`src/rtl/adt7320_responder_pkg.sv`:
```
//------------------------------------------------------------------------------
// Module  : adt7320_responder_pkg
// Brief   : Register map, FSM encoding and reset values for the ADT7320 emulator.
// Revision: 1.0 - initial release
//------------------------------------------------------------------------------
`timescale 1ns/1ps
`default_nettype none

package adt7320_responder_pkg;

  localparam logic [2:0] ADDR_STATUS = 3'd0;
  localparam logic [2:0] ADDR_CONFIG = 3'd1;
  localparam logic [2:0] ADDR_TEMP   = 3'd2;
  localparam logic [2:0] ADDR_ID     = 3'd3;
  localparam logic [2:0] ADDR_TCRIT  = 3'd4;
  localparam logic [2:0] ADDR_THYST  = 3'd5;
  localparam logic [2:0] ADDR_THIGH  = 3'd6;
  localparam logic [2:0] ADDR_TLOW   = 3'd7;

  localparam logic [2:0] ST_IDLE   = 3'd0;
  localparam logic [2:0] ST_CMD    = 3'd1;
  localparam logic [2:0] ST_RDATA  = 3'd2;
  localparam logic [2:0] ST_WDATA  = 3'd3;
  localparam logic [2:0] ST_IGNORE = 3'd4;

  localparam logic [7:0]  ID_DEFAULT    = 8'hC3;
  localparam logic [15:0] TCRIT_RESET   = 16'h4980;
  localparam logic [7:0]  THYST_RESET   = 8'h05;
  localparam logic [15:0] THIGH_RESET   = 16'h2000;
  localparam logic [15:0] TLOW_RESET    = 16'h0500;
  localparam logic [7:0]  STATUS_RESET  = 8'h80;
  localparam logic [5:0]  ONES_FOR_RST  = 6'd32;

  function automatic logic [4:0] reg_width(input logic [2:0] addr);
    logic [4:0] width;
    case (addr)
      ADDR_TEMP, ADDR_TCRIT, ADDR_THIGH, ADDR_TLOW: width = 5'd16;
      default:                                      width = 5'd8;
    endcase
    return width;
  endfunction

endpackage

`default_nettype wire

```
`src/rtl/adt7320_responder_if.sv`:
```
//------------------------------------------------------------------------------
// Module  : adt7320_responder_if
// Brief   : Four-wire SPI bus plus pad output-enable for the ADT7320 emulator.
// Revision: 1.0 - initial release
//------------------------------------------------------------------------------
`timescale 1ns/1ps
`default_nettype none

interface adt7320_responder_if;
  logic cs;
  logic sclk;
  logic din;
  logic dout;
  logic dout_oe;

  modport master (output cs, output sclk, output din, input dout, input dout_oe);
  modport slave  (input cs, input sclk, input din, output dout, output dout_oe);
endinterface

`default_nettype wire

```
`src/rtl/adt7320_responder_spi_sync_edge.sv`:
```
//------------------------------------------------------------------------------
// Module  : spi_sync_edge
// Brief   : N-stage synchronizer with rise/fall pulses on the synchronized copy.
// Revision: 1.0 - initial release
//------------------------------------------------------------------------------
`timescale 1ns/1ps
`default_nettype none

module spi_sync_edge #(
  parameter int STAGES = 2
) (
  input  logic clk,
  input  logic async_in,
  output logic level,
  output logic rise,
  output logic fall
);

  // Left unreset so the synchronized pin state stays valid while reset is held.
  logic [STAGES-1:0] sync_ff;
  logic              level_d;

  always_ff @(posedge clk) begin
    sync_ff <= {sync_ff[STAGES-2:0], async_in};
    level_d <= sync_ff[STAGES-1];
  end

  assign level = sync_ff[STAGES-1];
  assign rise  = sync_ff[STAGES-1] & ~level_d;
  assign fall  = ~sync_ff[STAGES-1] & level_d;

endmodule

`default_nettype wire

```
`src/rtl/adt7320_responder.sv`:
```
//------------------------------------------------------------------------------
// Module  : adt7320_responder
// Brief   : SPI mode-3 slave emulating an ADT7320 temperature sensor register map.
// Revision: 1.0 - initial release
//------------------------------------------------------------------------------
`timescale 1ns/1ps
`default_nettype none

module adt7320_responder
  import adt7320_responder_pkg::*;
#(
  parameter int          SYNC_STAGES   = 2,
  parameter logic [7:0]  ID_VALUE      = ID_DEFAULT,
  parameter logic [15:0] TCRIT_DEFAULT = TCRIT_RESET,
  parameter logic [7:0]  THYST_DEFAULT = THYST_RESET,
  parameter logic [15:0] THIGH_DEFAULT = THIGH_RESET,
  parameter logic [15:0] TLOW_DEFAULT  = TLOW_RESET
) (
  input  logic               clk,
  input  logic               reset,
  input  logic [15:0]        temp_in,
  input  logic               temp_valid,
  adt7320_responder_if.slave spi,
  output logic [7:0]         config_reg
);

  logic cs_s, cs_rise, cs_fall;
  logic sclk_s, sclk_rise, sclk_fall;
  logic din_s, din_rise, din_fall;

  spi_sync_edge #(.STAGES(SYNC_STAGES)) u_sync_cs (
    .clk(clk), .async_in(spi.cs), .level(cs_s), .rise(cs_rise), .fall(cs_fall)
  );
  spi_sync_edge #(.STAGES(SYNC_STAGES)) u_sync_sclk (
    .clk(clk), .async_in(spi.sclk), .level(sclk_s), .rise(sclk_rise), .fall(sclk_fall)
  );
  spi_sync_edge #(.STAGES(SYNC_STAGES)) u_sync_din (
    .clk(clk), .async_in(spi.din), .level(din_s), .rise(din_rise), .fall(din_fall)
  );

  logic [2:0]  state, state_next;
  logic [4:0]  bitcnt;
  logic [5:0]  ones_cnt;
  logic [6:0]  cmd_sh;
  logic [14:0] wr_sh;
  logic [15:0] shift_out;
  logic [2:0]  cur_addr;
  logic        dout_q;

  logic [15:0] temp_q, tcrit_q, thigh_q, tlow_q;
  logic [7:0]  thyst_q, config_q;
  logic        rdy_n;

  logic [7:0]  cmd_byte;
  logic [2:0]  cmd_addr;
  logic        cmd_read;
  logic [15:0] wr_word;
  logic [7:0]  status_val;
  logic [15:0] rd_word;

  logic cmd_done, wr_last, rd_shift, rd_tail;
  logic ones_hit, rd_done;

  assign cmd_byte = {cmd_sh, din_s};
  assign cmd_read = cmd_byte[6];
  assign cmd_addr = cmd_byte[5:3];
  assign wr_word  = {wr_sh, din_s};

  assign status_val = {rdy_n,
                       $signed(temp_q) >= $signed(tcrit_q),
                       $signed(temp_q) >= $signed(thigh_q),
                       $signed(temp_q) <= $signed(tlow_q),
                       4'b0000};

  always_comb begin
    rd_word = 16'h0000;
    case (cmd_addr)
      ADDR_STATUS: rd_word = {status_val, 8'h00};
      ADDR_CONFIG: rd_word = {config_q, 8'h00};
      ADDR_TEMP:   rd_word = temp_q;
      ADDR_ID:     rd_word = {ID_VALUE, 8'h00};
      ADDR_TCRIT:  rd_word = tcrit_q;
      ADDR_THYST:  rd_word = {thyst_q, 8'h00};
      ADDR_THIGH:  rd_word = thigh_q;
      default:     rd_word = tlow_q;
    endcase
  end

  // The ones counter watches every rise while selected, regardless of FSM state.
  assign ones_hit = !cs_s && sclk_rise && din_s && (ones_cnt == ONES_FOR_RST - 6'd1);
  assign rd_done  = rd_shift && (bitcnt == 5'd15) && (cur_addr == ADDR_TEMP);

  always_ff @(posedge clk) begin
    if (reset) state <= ST_IDLE;
    else       state <= state_next;
  end

  always_comb begin
    state_next = state;
    if (cs_s) begin
      state_next = ST_IDLE;
    end else if (ones_hit) begin
      state_next = ST_IGNORE;
    end else begin
      case (state)
        ST_IDLE:   state_next = ST_CMD;
        ST_CMD:    if (cmd_done) state_next = cmd_read ? ST_RDATA : ST_WDATA;
        ST_WDATA:  if (wr_last) state_next = ST_IGNORE;
        ST_RDATA:  state_next = ST_RDATA;
        ST_IGNORE: state_next = ST_IGNORE;
        default:   state_next = ST_IDLE;
      endcase
    end
  end

  always_comb begin
    cmd_done = 1'b0;
    wr_last  = 1'b0;
    rd_shift = 1'b0;
    rd_tail  = 1'b0;
    if (!cs_s) begin
      case (state)
        ST_CMD:   cmd_done = sclk_rise && (bitcnt == 5'd7);
        ST_WDATA: wr_last  = sclk_rise && (bitcnt == reg_width(cur_addr) - 5'd1);
        ST_RDATA: begin
          rd_shift = sclk_fall && !bitcnt[4];
          rd_tail  = sclk_fall && bitcnt[4];
        end
        default: ;
      endcase
    end
  end

  always_ff @(posedge clk) begin
    if (reset) begin
      bitcnt    <= 5'd0;
      ones_cnt  <= 6'd0;
      cmd_sh    <= 7'd0;
      wr_sh     <= 15'd0;
      shift_out <= 16'h0000;
      cur_addr  <= 3'd0;
      dout_q    <= 1'b1;
    end else begin
      if (cs_s)
        ones_cnt <= 6'd0;
      else if (sclk_rise)
        ones_cnt <= !din_s ? 6'd0 :
                    (ones_cnt == ONES_FOR_RST) ? ONES_FOR_RST : ones_cnt + 6'd1;

      case (state)
        ST_IDLE: bitcnt <= 5'd0;
        ST_CMD: begin
          if (sclk_rise) begin
            cmd_sh <= cmd_byte[6:0];
            bitcnt <= cmd_done ? 5'd0 : bitcnt + 5'd1;
          end
          if (cmd_done) begin
            cur_addr  <= cmd_addr;
            shift_out <= rd_word;
          end
        end
        ST_WDATA: begin
          if (sclk_rise) begin
            wr_sh  <= wr_word[14:0];
            bitcnt <= bitcnt + 5'd1;
          end
        end
        ST_RDATA: begin
          if (rd_shift) begin
            shift_out <= {shift_out[14:0], 1'b0};
            bitcnt    <= bitcnt + 5'd1;
          end
        end
        default: ;
      endcase

      if (cs_s || state != ST_RDATA)
        dout_q <= 1'b1;
      else if (rd_shift)
        dout_q <= shift_out[15];
      else if (rd_tail)
        dout_q <= 1'b0;
    end
  end

  // Register file; a serial reset restores it exactly as the reset pin does.
  always_ff @(posedge clk) begin
    if (reset || ones_hit) begin
      temp_q   <= 16'h0000;
      config_q <= 8'h00;
      tcrit_q  <= TCRIT_DEFAULT;
      thyst_q  <= THYST_DEFAULT;
      thigh_q  <= THIGH_DEFAULT;
      tlow_q   <= TLOW_DEFAULT;
      rdy_n    <= STATUS_RESET[7];
    end else begin
      if (temp_valid)
        temp_q <= temp_in;
      if (temp_valid)
        rdy_n <= 1'b0;
      else if (rd_done)
        rdy_n <= 1'b1;
      if (wr_last) begin
        case (cur_addr)
          ADDR_CONFIG: config_q <= wr_word[7:0];
          ADDR_THYST:  thyst_q  <= wr_word[7:0];
          ADDR_TCRIT:  tcrit_q  <= wr_word;
          ADDR_THIGH:  thigh_q  <= wr_word;
          ADDR_TLOW:   tlow_q   <= wr_word;
          default: ;
        endcase
      end
    end
  end

  assign spi.dout    = dout_q;
  assign spi.dout_oe = ~cs_s;
  assign config_reg  = config_q;

  logic unused_sigs;
  assign unused_sigs = &{1'b0, sclk_s, cs_rise, cs_fall, din_rise, din_fall, cmd_byte[7]};

endmodule

`default_nettype wire

```
`src/flat_wrapper.sv`:
```
// flat-port wrapper written by rule: the top's interface ports become plain ports
module adt7320_responder_flat import adt7320_responder_pkg::*;
#(
  parameter int          SYNC_STAGES   = 2,
  parameter logic [7:0]  ID_VALUE      = ID_DEFAULT,
  parameter logic [15:0] TCRIT_DEFAULT = TCRIT_RESET,
  parameter logic [7:0]  THYST_DEFAULT = THYST_RESET,
  parameter logic [15:0] THIGH_DEFAULT = THIGH_RESET,
  parameter logic [15:0] TLOW_DEFAULT  = TLOW_RESET
)
  (clk, reset, temp_in, temp_valid, config_reg, spi_cs, spi_sclk, spi_din, spi_dout, spi_dout_oe);
  adt7320_responder_if spi_i ();
  input  logic clk;
  input  logic reset;
  input  logic [15:0] temp_in;
  input  logic temp_valid;
  output logic [7:0] config_reg;
  input wire logic [$bits(spi_i.cs)-1:0] spi_cs;
  input wire logic [$bits(spi_i.sclk)-1:0] spi_sclk;
  input wire logic [$bits(spi_i.din)-1:0] spi_din;
  output wire logic [$bits(spi_i.dout)-1:0] spi_dout;
  output wire logic [$bits(spi_i.dout_oe)-1:0] spi_dout_oe;
  assign spi_i.cs = spi_cs;
  assign spi_i.sclk = spi_sclk;
  assign spi_i.din = spi_din;
  assign spi_dout = spi_i.dout;
  assign spi_dout_oe = spi_i.dout_oe;
  adt7320_responder #(.SYNC_STAGES(SYNC_STAGES), .ID_VALUE(ID_VALUE), .TCRIT_DEFAULT(TCRIT_DEFAULT), .THYST_DEFAULT(THYST_DEFAULT), .THIGH_DEFAULT(THIGH_DEFAULT), .TLOW_DEFAULT(TLOW_DEFAULT)) u_core (.clk(clk), .reset(reset), .temp_in(temp_in), .temp_valid(temp_valid), .spi(spi_i), .config_reg(config_reg));
endmodule
```
`config.mk`:
```
export PLATFORM = sky130hd
export DESIGN_NAME = adt7320_responder_flat
export DESIGN_NICKNAME = d
export VERILOG_FILES = /design/src/rtl/adt7320_responder_pkg.sv /design/src/rtl/adt7320_responder_if.sv /design/src/rtl/adt7320_responder_spi_sync_edge.sv /design/src/rtl/adt7320_responder.sv /design/src/flat_wrapper.sv
export SDC_FILE = /design/constraint.sdc
export NUM_CORES = 1
export LEC_CHECK = 0
export ABC_CLOCK_PERIOD_IN_PS = 3800
export CORE_MARGIN = 8
export CORE_UTILIZATION = 52
export CTS_BUF_LIST = sky130_fd_sc_hd__clkbuf_4
export DETAILED_ROUTE_END_ITERATION = 7
export PLACE_DENSITY = 0.71
export SETUP_SLACK_MARGIN = 0.02
export SLEW_MARGIN = 20
export SYNTH_ARGS = -nofsm -noshare
export SYNTH_HDL_FRONTEND = slang
export SYNTH_SLANG_ARGS = --single-unit
```
`constraint.sdc`:
```
create_clock -name clk -period 3.8 [get_ports clk]
set_input_delay 0.76 -clock clk [delete_from_list [all_inputs] [get_ports clk]]
set_output_delay 0.76 -clock clk [all_outputs]
set_load 0.05 [all_outputs]
```
==> out/qor.csv <==
metric,value,unit
outcome,finished clean,
netlist_area,7423,um^2
final_nets,963,
max_freq,372.2,MHz
fin_crit,2.687,ns
start_util,53.27,%
tritoncts,done,
drive_gt1_share,6.541,%
yosysUniqueCellTypes,60,
finalCritPeriodShare,70.70,%
h-tree-depth,4,
slowest_delay,0.72,ns
wl_met2,8349,um
rr_worst_depth,6,
grt_usage,21.15,%
grt_max_degree,48,
dp_hpwl,13490,um
post-route-drc-count,0,
drv_cap,0,
wl_met1,8989,um
netlist_instances,880,
postCtsHoldBufs,0,
hold_depth,0,
io_pins,32,
cp.arrival,1.93,ns
end_kind,output port,
cts_buffers,17,
startpoint_type,flip-flop,
fp.dieArea,18350,um^2
cts_sinks,143,
drt_iter0_markers,485,
cts_max_path_buffers,2,
grt_pass1_wl,30630,um
wl_met3,1198,um
hp-class,flip-flop to flip-flop,
worstMarginPinSlew,0.9406,ns
syn_to_final_growth,9.456,%
yosysTopAreaCell,dfxtp_1,
first_pass_iters,5,
dpl_worst_slack,1.276,ns
rsz0062_at_grt,false,
maxSlewViolCount,0,
crit_path_top_delay_cell,clkdlybuf4s50_1,
syn-mean-instance-area,8.436,um^2
ys_ff_latch,143,
wl_per_cell,17.37,um
crit_path_max_fanout,9,
path_class,flip-flop to output port,
ys_seq_area_share,38.56,%
synth_edf_count,0,
powerDensity,351.4,nW/um^2
routed_wl,18830,um
rows,43,
coreArea,13930,um^2
setup_viol,0,
synth.area.top_cells,"dfxtp_1, mux2i_1, ha_1",
clock_latency,0.57,ns
setup_ws,1.113,ns
min_from,u_core.u_sync_cs.sync_ff[0],
cp_cell_sequence,"inv_1, clkdlybuf4s50_1",
dieHeight,135.5,um
io_buffers,31,
gp_congestion,0.8931,
maxSlewHeadroom,37.20,%
fin_skew,0.01889,ns
yosysTopAreaCellShare,38.56,%
cts_resized,0,
setup_tns,0,ns
post_cts_buffers,0,
grt_pass1_vias,5781,
fp.dieW,135.5,um
finalHoldViolCount,0,
rr_startpoint,u_core.state[0],
clk_pin_slew,0.12,ns
synth_nets,954,
async_reset_ff_share,0,%
num_vias,6196,
fin_hold_ws,0.3417,ns
antenna_left,0,
crit_start,u_core.u_sync_cs.sync_ff[1],
grt-ovfl-total,0,
synth_ff_type,dfxtp_1,
antenna_found_initial,1,
required,3.04,ns
post_drt_via_cell_ratio,5.716,
ys_warn_count,0,
vdd_ir_drop_max,0.3101,mV
root_buffer,clkbuf_4,
top_layer_used,met4,
p_leak,3.314,nW
==> cells in the mapped netlist (2+ instances only) <==
master	count
a21o_1	8
dfxtp_1	143
or4_1	2
nor4_1	10
nand2_1	101
a211oi_1	4
a31oi_1	6
and3_1	3
nor3b_1	4
buf_6	4
buf_1	2
o21ai_0	34
inv_1	60
nand2b_1	4
xor2_1	5
ha_1	52
a2111o_1	3
mux2_2	7
nand3_1	8
a221o_1	2
o221ai_1	2
clkbuf_1	31
mux2i_1	86
o22ai_1	2
buf_2	12
nor2b_1	5
nor2_1	120
xnor2_1	4
a22oi_1	10
and2b_1	2
buf_12	2
nor3_1	6
nand3b_1	2
nand4_1	15
o211ai_1	7
a21oi_1	83
a221oi_1	6
==> metal layers <==
layer / global-route usage (%) / vias to the layer above
li1: - / 3065
met3: 4.674 / 28
met2: 32.43 / 190
met1: 28.89 / 2913
met5: 0 / -
met4: 6.724 / 0
==> logic make-up after synthesis <==
| group | Yosys count | share of synthesized area [%] |
|---|---|---|
| AO/OA/AOI/OAI | 174 | 14.04 |
| adder cells (fa/ha/maj) | 52 | 8.764 |
| multiplexers | 95 | 13.11 |
| AND/OR/NAND/NOR | 293 | 17.58 |
| flip-flops | 143 | 38.56 |
| buffers and inverters | 114 | 6.877 |
| XOR/XNOR | 9 | 1.062 |
==> final cells by class <==
type | instances | area [um^2]
Timing Repair Buffer | 43 | 412.9
Sequential cell | 143 | 2863
Inverter | 61 | 229.0
Clock buffer | 17 | 127.6
Clock inverter | 15 | 205.2
Tap cell | 180 | 225.2
Multi-Input combinational cell | 623 | 4058
Antenna cell | 2 | 5.005
Fill cell | 1271 | 5809
==> cell usage in the layout (no fill, tap or decap), drive strengths merged, types with 5 or more instances in the layout <==
cell and count:
o211ai 7, nand4 15, clkdlybuf4s50 31, mux2i 86, o21ai 34, dfxtp 143, a21oi 83, mux2 8
nor3 6, clkinv 6, nor2 120, ha 52, clkbuf 17, a22oi 10, a211oi 5, a221oi 6
a21o 8, a31oi 6, nand2 102, xor2 5, inv 64, nand3 8, nor4 11, buf 12
nor2b 5
==> stage by stage <==
stage / total power, mW / instance area (um^2) / instances / util [%]
final: 2.855 / 8125 / 1084 / 58.31
after global routing: 2.966 / 8123 / 1083 / 58.29
after CTS: 2.877 / 8120 / 1082 / 58.27
after detailed placement: 1.760 / 7787 / 1050 / 55.89
after global placement: 1.756 / 7787 / 1050 / 55.89
after floorplan: 1.693 / 7423 / 880 / -
==> critical path, delay by kind of cell (launching register included) <==
family / cells / cell delay (ns)
DFF: 1 / 0.52
buffers and inverters: 2 / 0.84
==> worst paths after layout <==
kind	endpoint	slack (ns)
hold reg to reg	u_core.u_sync_cs.sync_ff[1]	0.34
setup / recovery	spi_dout_oe	1.11
hold / removal	u_core.u_sync_cs.sync_ff[1]	0.34
setup reg to reg	u_core.shift_out[14]	1.20
==> report_power, final <==
group / switching, mW / internal (mW) / leakage, nW
sequential: 0.0252 / 1.52 / 1.16
combinational: 0.102 / 0.0850 / 1.98
clock: 0.598 / 0.529 / 0.171
(Power assumes the default switching activity.)
